===== config.mk =====
export PLATFORM = sky130hd
export DESIGN_NAME = sync_fifo_param_flat
export DESIGN_NICKNAME = d
export VERILOG_FILES = /design/src/rtl/sync_fifo_param_if.sv /design/src/rtl/sync_fifo_param.sv /design/src/flat_wrapper.sv
export SDC_FILE = /design/constraint.sdc
export NUM_CORES = 1
export LEC_CHECK = 0
export ABC_AREA = 1
export CAP_MARGIN = 0
export CORE_MARGIN = 2
export CORE_UTILIZATION = 25
export CTS_BUF_LIST = sky130_fd_sc_hd__clkbuf_2
export CTS_CLUSTER_DIAMETER = 50
export DETAILED_ROUTE_END_ITERATION = 12
export PLACE_DENSITY = 0.47
export SYNTH_ARGS = -nofsm -noshare
export SYNTH_HDL_FRONTEND = slang
export SYNTH_SLANG_ARGS = --single-unit
export TNS_END_PERCENT = 100

===== constraint.sdc =====
create_clock -name clk -period 3.3 [get_ports clk]
set_clock_uncertainty 0.2 [all_clocks]
set_input_delay 0.99 -clock clk [delete_from_list [all_inputs] [get_ports clk]]
set_output_delay 0.99 -clock clk [all_outputs]
set_load 0.01 [all_outputs]

===== src/rtl/sync_fifo_param_if.sv =====
// Request/response bundle for sync_fifo_param: write/read handshakes, flush and status.
interface sync_fifo_param_if #(
  parameter int DATA_W = 8,
  parameter int ADDR_W = 4
);
  logic              clr;
  logic              wr_en;
  logic [DATA_W-1:0] wr_data;
  logic              rd_en;
  logic [DATA_W-1:0] rd_data;
  logic              full;
  logic              empty;
  logic              almost_full;
  logic              almost_empty;
  logic [ADDR_W:0]   count;
  logic              overflow;
  logic              underflow;

  modport master (
    output clr, wr_en, wr_data, rd_en,
    input  rd_data, full, empty, almost_full, almost_empty, count, overflow, underflow
  );

  modport slave (
    input  clr, wr_en, wr_data, rd_en,
    output rd_data, full, empty, almost_full, almost_empty, count, overflow, underflow
  );
endinterface


===== src/rtl/sync_fifo_param.sv =====
// Single-clock first-word-fall-through FIFO with registered status flags,
// sticky overflow/underflow and a synchronous flush.
module sync_fifo_param #(
  parameter int DATA_W    = 8,
  parameter int ADDR_W    = 4,
  parameter int AF_THRESH = (2**ADDR_W) - 2,
  parameter int AE_THRESH = 2
) (
  input  logic               clk,
  input  logic               rst,
  sync_fifo_param_if.slave   bus
);
  localparam int DEPTH = 2**ADDR_W;
  localparam logic [ADDR_W:0] ONE  = (ADDR_W+1)'(1);
  localparam logic [ADDR_W:0] FULL_CNT = (ADDR_W+1)'(DEPTH);
  localparam logic [ADDR_W:0] AF_T = (ADDR_W+1)'(AF_THRESH);
  localparam logic [ADDR_W:0] AE_T = (ADDR_W+1)'(AE_THRESH);

  logic [DATA_W-1:0] mem [DEPTH];
  logic [ADDR_W:0]   wr_ptr, rd_ptr, count, count_nxt;
  logic              full, empty, afull, aempty, ovf, udf;
  logic              wr_acc, rd_acc;

  assign wr_acc = bus.wr_en & ~full  & ~bus.clr;
  assign rd_acc = bus.rd_en & ~empty & ~bus.clr;

  always_comb begin
    count_nxt = count;
    unique case ({wr_acc, rd_acc})
      2'b10:   count_nxt = count + ONE;
      2'b01:   count_nxt = count - ONE;
      default: count_nxt = count;
    endcase
  end

  // Flags are derived from the next count so they settle on the same edge as count.
  always_ff @(posedge clk or negedge rst) begin
    if (!rst) begin
      wr_ptr <= '0;
      rd_ptr <= '0;
      count  <= '0;
      full   <= 1'b0;
      empty  <= 1'b1;
      afull  <= 1'b0;
      aempty <= 1'b1;
      ovf    <= 1'b0;
      udf    <= 1'b0;
    end else if (bus.clr) begin
      wr_ptr <= '0;
      rd_ptr <= '0;
      count  <= '0;
      full   <= 1'b0;
      empty  <= 1'b1;
      afull  <= 1'b0;
      aempty <= 1'b1;
      ovf    <= 1'b0;
      udf    <= 1'b0;
    end else begin
      if (wr_acc) wr_ptr <= wr_ptr + ONE;
      if (rd_acc) rd_ptr <= rd_ptr + ONE;
      count  <= count_nxt;
      full   <= (count_nxt == FULL_CNT);
      empty  <= (count_nxt == '0);
      afull  <= (count_nxt >= AF_T);
      aempty <= (count_nxt <= AE_T);
      if (bus.wr_en && full)  ovf <= 1'b1;
      if (bus.rd_en && empty) udf <= 1'b1;
    end
  end

  // Storage is left unreset; only the low pointer bits address it.
  always_ff @(posedge clk) begin
    if (wr_acc) mem[wr_ptr[ADDR_W-1:0]] <= bus.wr_data;
  end

  assign bus.rd_data      = mem[rd_ptr[ADDR_W-1:0]];
  assign bus.full         = full;
  assign bus.empty        = empty;
  assign bus.almost_full  = afull;
  assign bus.almost_empty = aempty;
  assign bus.count        = count;
  assign bus.overflow     = ovf;
  assign bus.underflow    = udf;
endmodule


===== src/flat_wrapper.sv =====
// flat-port wrapper written by rule: the top's interface ports become plain ports
module sync_fifo_param_flat 
#(
  parameter int DATA_W    = 8,
  parameter int ADDR_W    = 4,
  parameter int AF_THRESH = (2**ADDR_W) - 2,
  parameter int AE_THRESH = 2
)
  (clk, rst, bus_clr, bus_wr_en, bus_wr_data, bus_rd_en, bus_rd_data, bus_full, bus_empty, bus_almost_full, bus_almost_empty, bus_count, bus_overflow, bus_underflow);
  sync_fifo_param_if #(.DATA_W(DATA_W), .ADDR_W(ADDR_W)) bus_i ();
  input  logic clk;
  input  logic rst;
  input wire logic [$bits(bus_i.clr)-1:0] bus_clr;
  input wire logic [$bits(bus_i.wr_en)-1:0] bus_wr_en;
  input wire logic [$bits(bus_i.wr_data)-1:0] bus_wr_data;
  input wire logic [$bits(bus_i.rd_en)-1:0] bus_rd_en;
  output wire logic [$bits(bus_i.rd_data)-1:0] bus_rd_data;
  output wire logic [$bits(bus_i.full)-1:0] bus_full;
  output wire logic [$bits(bus_i.empty)-1:0] bus_empty;
  output wire logic [$bits(bus_i.almost_full)-1:0] bus_almost_full;
  output wire logic [$bits(bus_i.almost_empty)-1:0] bus_almost_empty;
  output wire logic [$bits(bus_i.count)-1:0] bus_count;
  output wire logic [$bits(bus_i.overflow)-1:0] bus_overflow;
  output wire logic [$bits(bus_i.underflow)-1:0] bus_underflow;
  assign bus_i.clr = bus_clr;
  assign bus_i.wr_en = bus_wr_en;
  assign bus_i.wr_data = bus_wr_data;
  assign bus_i.rd_en = bus_rd_en;
  assign bus_rd_data = bus_i.rd_data;
  assign bus_full = bus_i.full;
  assign bus_empty = bus_i.empty;
  assign bus_almost_full = bus_i.almost_full;
  assign bus_almost_empty = bus_i.almost_empty;
  assign bus_count = bus_i.count;
  assign bus_overflow = bus_i.overflow;
  assign bus_underflow = bus_i.underflow;
  sync_fifo_param #(.DATA_W(DATA_W), .ADDR_W(ADDR_W), .AF_THRESH(AF_THRESH), .AE_THRESH(AE_THRESH)) u_core (.clk(clk), .rst(rst), .bus(bus_i));
endmodule

==> flow_summary.ini <==
[run_status]
outcome = finished, violations left
violations = setup timing

[drt]
dr.first_iter.drc_count = 220
routed_wl_um = 15400
firstDrtPassIters = 5
vias = 4243
antenna_left = 0
vias_per_cell = 4.49
wl_per_cell_um = 16.3
route.detailed.drc = 0

[worst_setup_path]
crit_arrival_ns = 2.25
cp_common_cell = buf_12
cp-start-kind = register
r2r_setup_slack_ns = 0.79
crit_buf_inv = 4
critPathKind = reg2out
crit_chain = clkinv_4 -> buf_12 -> buf_12 -> nor2_1 -> o22ai_1 -> o211ai_1 -> o21ai_1 -> buf_2
rr_worst_depth = 13
crit_cells = 8
r2r_end = u_core.bus.almost_empty
slowest_stage = dfrtp_2
slowest_delay_ns = 0.50
worstPathRequired_ns = 2.11
cp-end-kind = primary output
worstPathMaxFanout = 8
r2r_start = u_core.bus.full
cp_top_family = buffers and inverters

[logic_synthesis]
synth_warnings = 0
yosysUniqueCellTypes = 31
synth_fp_nets = 546
syn_area_per_cell_um2 = 11.8
syn_area_mm2 = 0.00619
yosys-top-cells-area = edfxtp_1, dfrtp_1, nor2_1
synth_area_leader_cell = edfxtp_1
ys_seq_area_share_pct = 69.8
synth_cells = 525
synth-seq-cells = 147
synth_top_area_share_pct = 62.1

[die]
start_util_pct = 25.5
io_pins = 32
die_x_um = 161
design.core.area_mm2 = 0.0243
dieArea_mm2 = 0.0260
die_h_um = 161
row_count = 57

[placed_design]
dpl.hpwl_um = 9920
io_buffers = 31
gp_congestion = 0.767

[sta]
layout_setup_ws_ns = -0.136
fin_crit_sh_pct = 104
fmax_mhz = 291
whs_ns = 0.354
rsz0062_at_grt = true
worst_pin_slew_ns = 0.556
period_minus_slack_ns = 3.44
final-setup-viol-count = 8
max_slew_margin_pct = 62.8
slew_violations = 0
hold_viol_final = 0

[power_and_ir_drop]
leakagePower_nw = 2.71
combPwrFrac_pct = 17.8
power.share.clock_pct = 25.4
peakVddDrop_v = 0.000219
power_density_mw_per_mm2 = 490
p_total_mw = 3.70
seq_power_share_pct = 56.8
swShare_pct = 27.2
switching_power_mw = 1.01
power.internal_mw = 2.69

[clock_network]
root_buffer = clkbuf_2
htree_levels = 4
numCtsBuffers = 17
cts_tree = yes
cts.path.max_buffers = 2
clk_pin_slew_ns = 0.21
hold_buffers = 0
clock-sinks = 147
worstSkewPairLatency_ns = 0.71

[global_routing]
grt_overflow_total = 0
grt_max_degree = 27
grt_use_total_pct = 12.5
grt_pass1_vias = 4230
grt_pass1_wl_um = 24100
antenna_found_initial = 1

[finish]
layout.nets = 629
drive_gt1_share_pct = 20.1
fillCellCount = 2435
syn2layout_area_growth_pct = 21.7

[job]
cap_violations = 0

[worst_hold_path]
hp-class = in2async
==> stage by stage <==
stage / setup TNS [ns] / utilization, % / cell area, um2 / setup slack, ns / instances
finish: -0.878 / 31.0 / 7540 / -0.136 / 946
CTS: -1.97 / 30.9 / 7520 / -0.275 / 946
floorplan: 0 / - / 6190 / 0.127 / 525
global placement: -1.27 / 29.6 / 7190 / -0.233 / 906
global route: -2.68 / 31.0 / 7540 / -0.361 / 946
detailed placement: -1.51 / 29.6 / 7190 / -0.264 / 906
==> kinds of logic (layout without fill, tap and decap cells) <==
kind of cell	Yosys count	in the layout	share of synthesized area [%]
DFF	147	147	69.8
other	0	1	0
adders and majority gates	8	8	1.62
and+or+nand+nor	171	171	11.4
buffers and inverters	59	155	4.39
xor gates and xnor gates	2	2	0.283
AOI/OAI and AO/OA	137	137	12.3
muxes	1	1	0.162
==> cell usage in the layout, fill, tap and decap left out, drive strengths merged, types with 8 or more instances in the layout <==
cell type and instances:
edfxtp 128, nor2 106, o21ai 85, buf 66, nand2 39, inv 32, clkdlybuf4s50 23, o211ai 20
clkbuf 18, dfrtp 17, o22ai 16, a21oi 16, nor3 13, clkinv 13, nand3 10, ha 8
==> worst max path at each step <==
stage | to | start
2_1_floorplan | u_core.bus.full | bus_wr_en
3_3_place_gp | u_core.bus.full | bus_wr_en
3_5_place_dp | u_core.bus.almost_empty | bus_wr_en
4_1_cts | bus_rd_data[5] | u_core.rd_ptr[0]
5_1_grt | bus_rd_data[4] | u_core.rd_ptr[0]
6_report | bus_rd_data[3] | u_core.rd_ptr[0]
==> cell usage after synthesis, drive strengths merged <==
cell type and n:
a21oi 16, xor2 2, clkbuf 14, dfstp 2, dfrtp 17, nor4 2
mux2i 1, o21ai 85, o211ai 20, buf 12, clkinv 1, nand3 10
or2 1, nor3 13, inv 32, nand2 39, ha 8, o22ai 16
nor2 106, edfxtp 128
==> power by group through the flow <==
stage | logic [mW] | clock network, mW | registers, mW
floorplan | 0.332 | 0 | 2.14
global placement | 0.608 | 0 | 2.14
detailed placement | 0.619 | 0 | 2.14
CTS | 0.672 | 0.981 | 2.10
global route | 0.733 | 1.06 | 2.11
finish | 0.658 | 0.938 | 2.10
==> per-layer routing <==
metal	track usage, %	part of all wire [%]	vias up
met1	16.6	46	2090
met5	0	0	-
met2	20.0	48	85
met3	2.77	3.8	21
met4	4.95	2.3	0
li1	-	-	2047
==> flip-flops by register name, indices dropped and copies added, names as in the netlist <==
| signal | cells |
|---|---|
| u_core.bus.underflow | 1 |
| u_core.rd_ptr | 4 |
| u_core.bus.overflow | 1 |
| u_core.mem | 128 |
| u_core.bus.count | 5 |
| u_core.bus.almost_empty | 1 |
| u_core.wr_ptr | 4 |
| u_core.bus.full | 1 |
| u_core.bus.empty | 1 |
| u_core.bus.almost_full | 1 |
==> final cells by class <==
class | count | area [um2] | share of cell area [%]
antenna | 1 | 2.50 | 0.0332
clock buffer | 18 | 90.1 | 1.20
clock inverter | 14 | 120 | 1.59
inverter | 33 | 129 | 1.71
multi-input combinational | 319 | 1650 | 21.9
sequential | 147 | 4320 | 57.4
tap | 324 | 405 | 5.38
timing repair buffer | 89 | 808 | 10.7
timing repair inverter | 1 | 6.26 | 0.0830
==> what timing repair did <==
action,4_1_cts,5_1_grt
buffers inserted,8,0
pin swaps,13,11
resized for setup,56,22
gates cloned,2,0
endpoints found under the setup margin,8,8
Note: power is estimated with default switching activity, not from simulation.
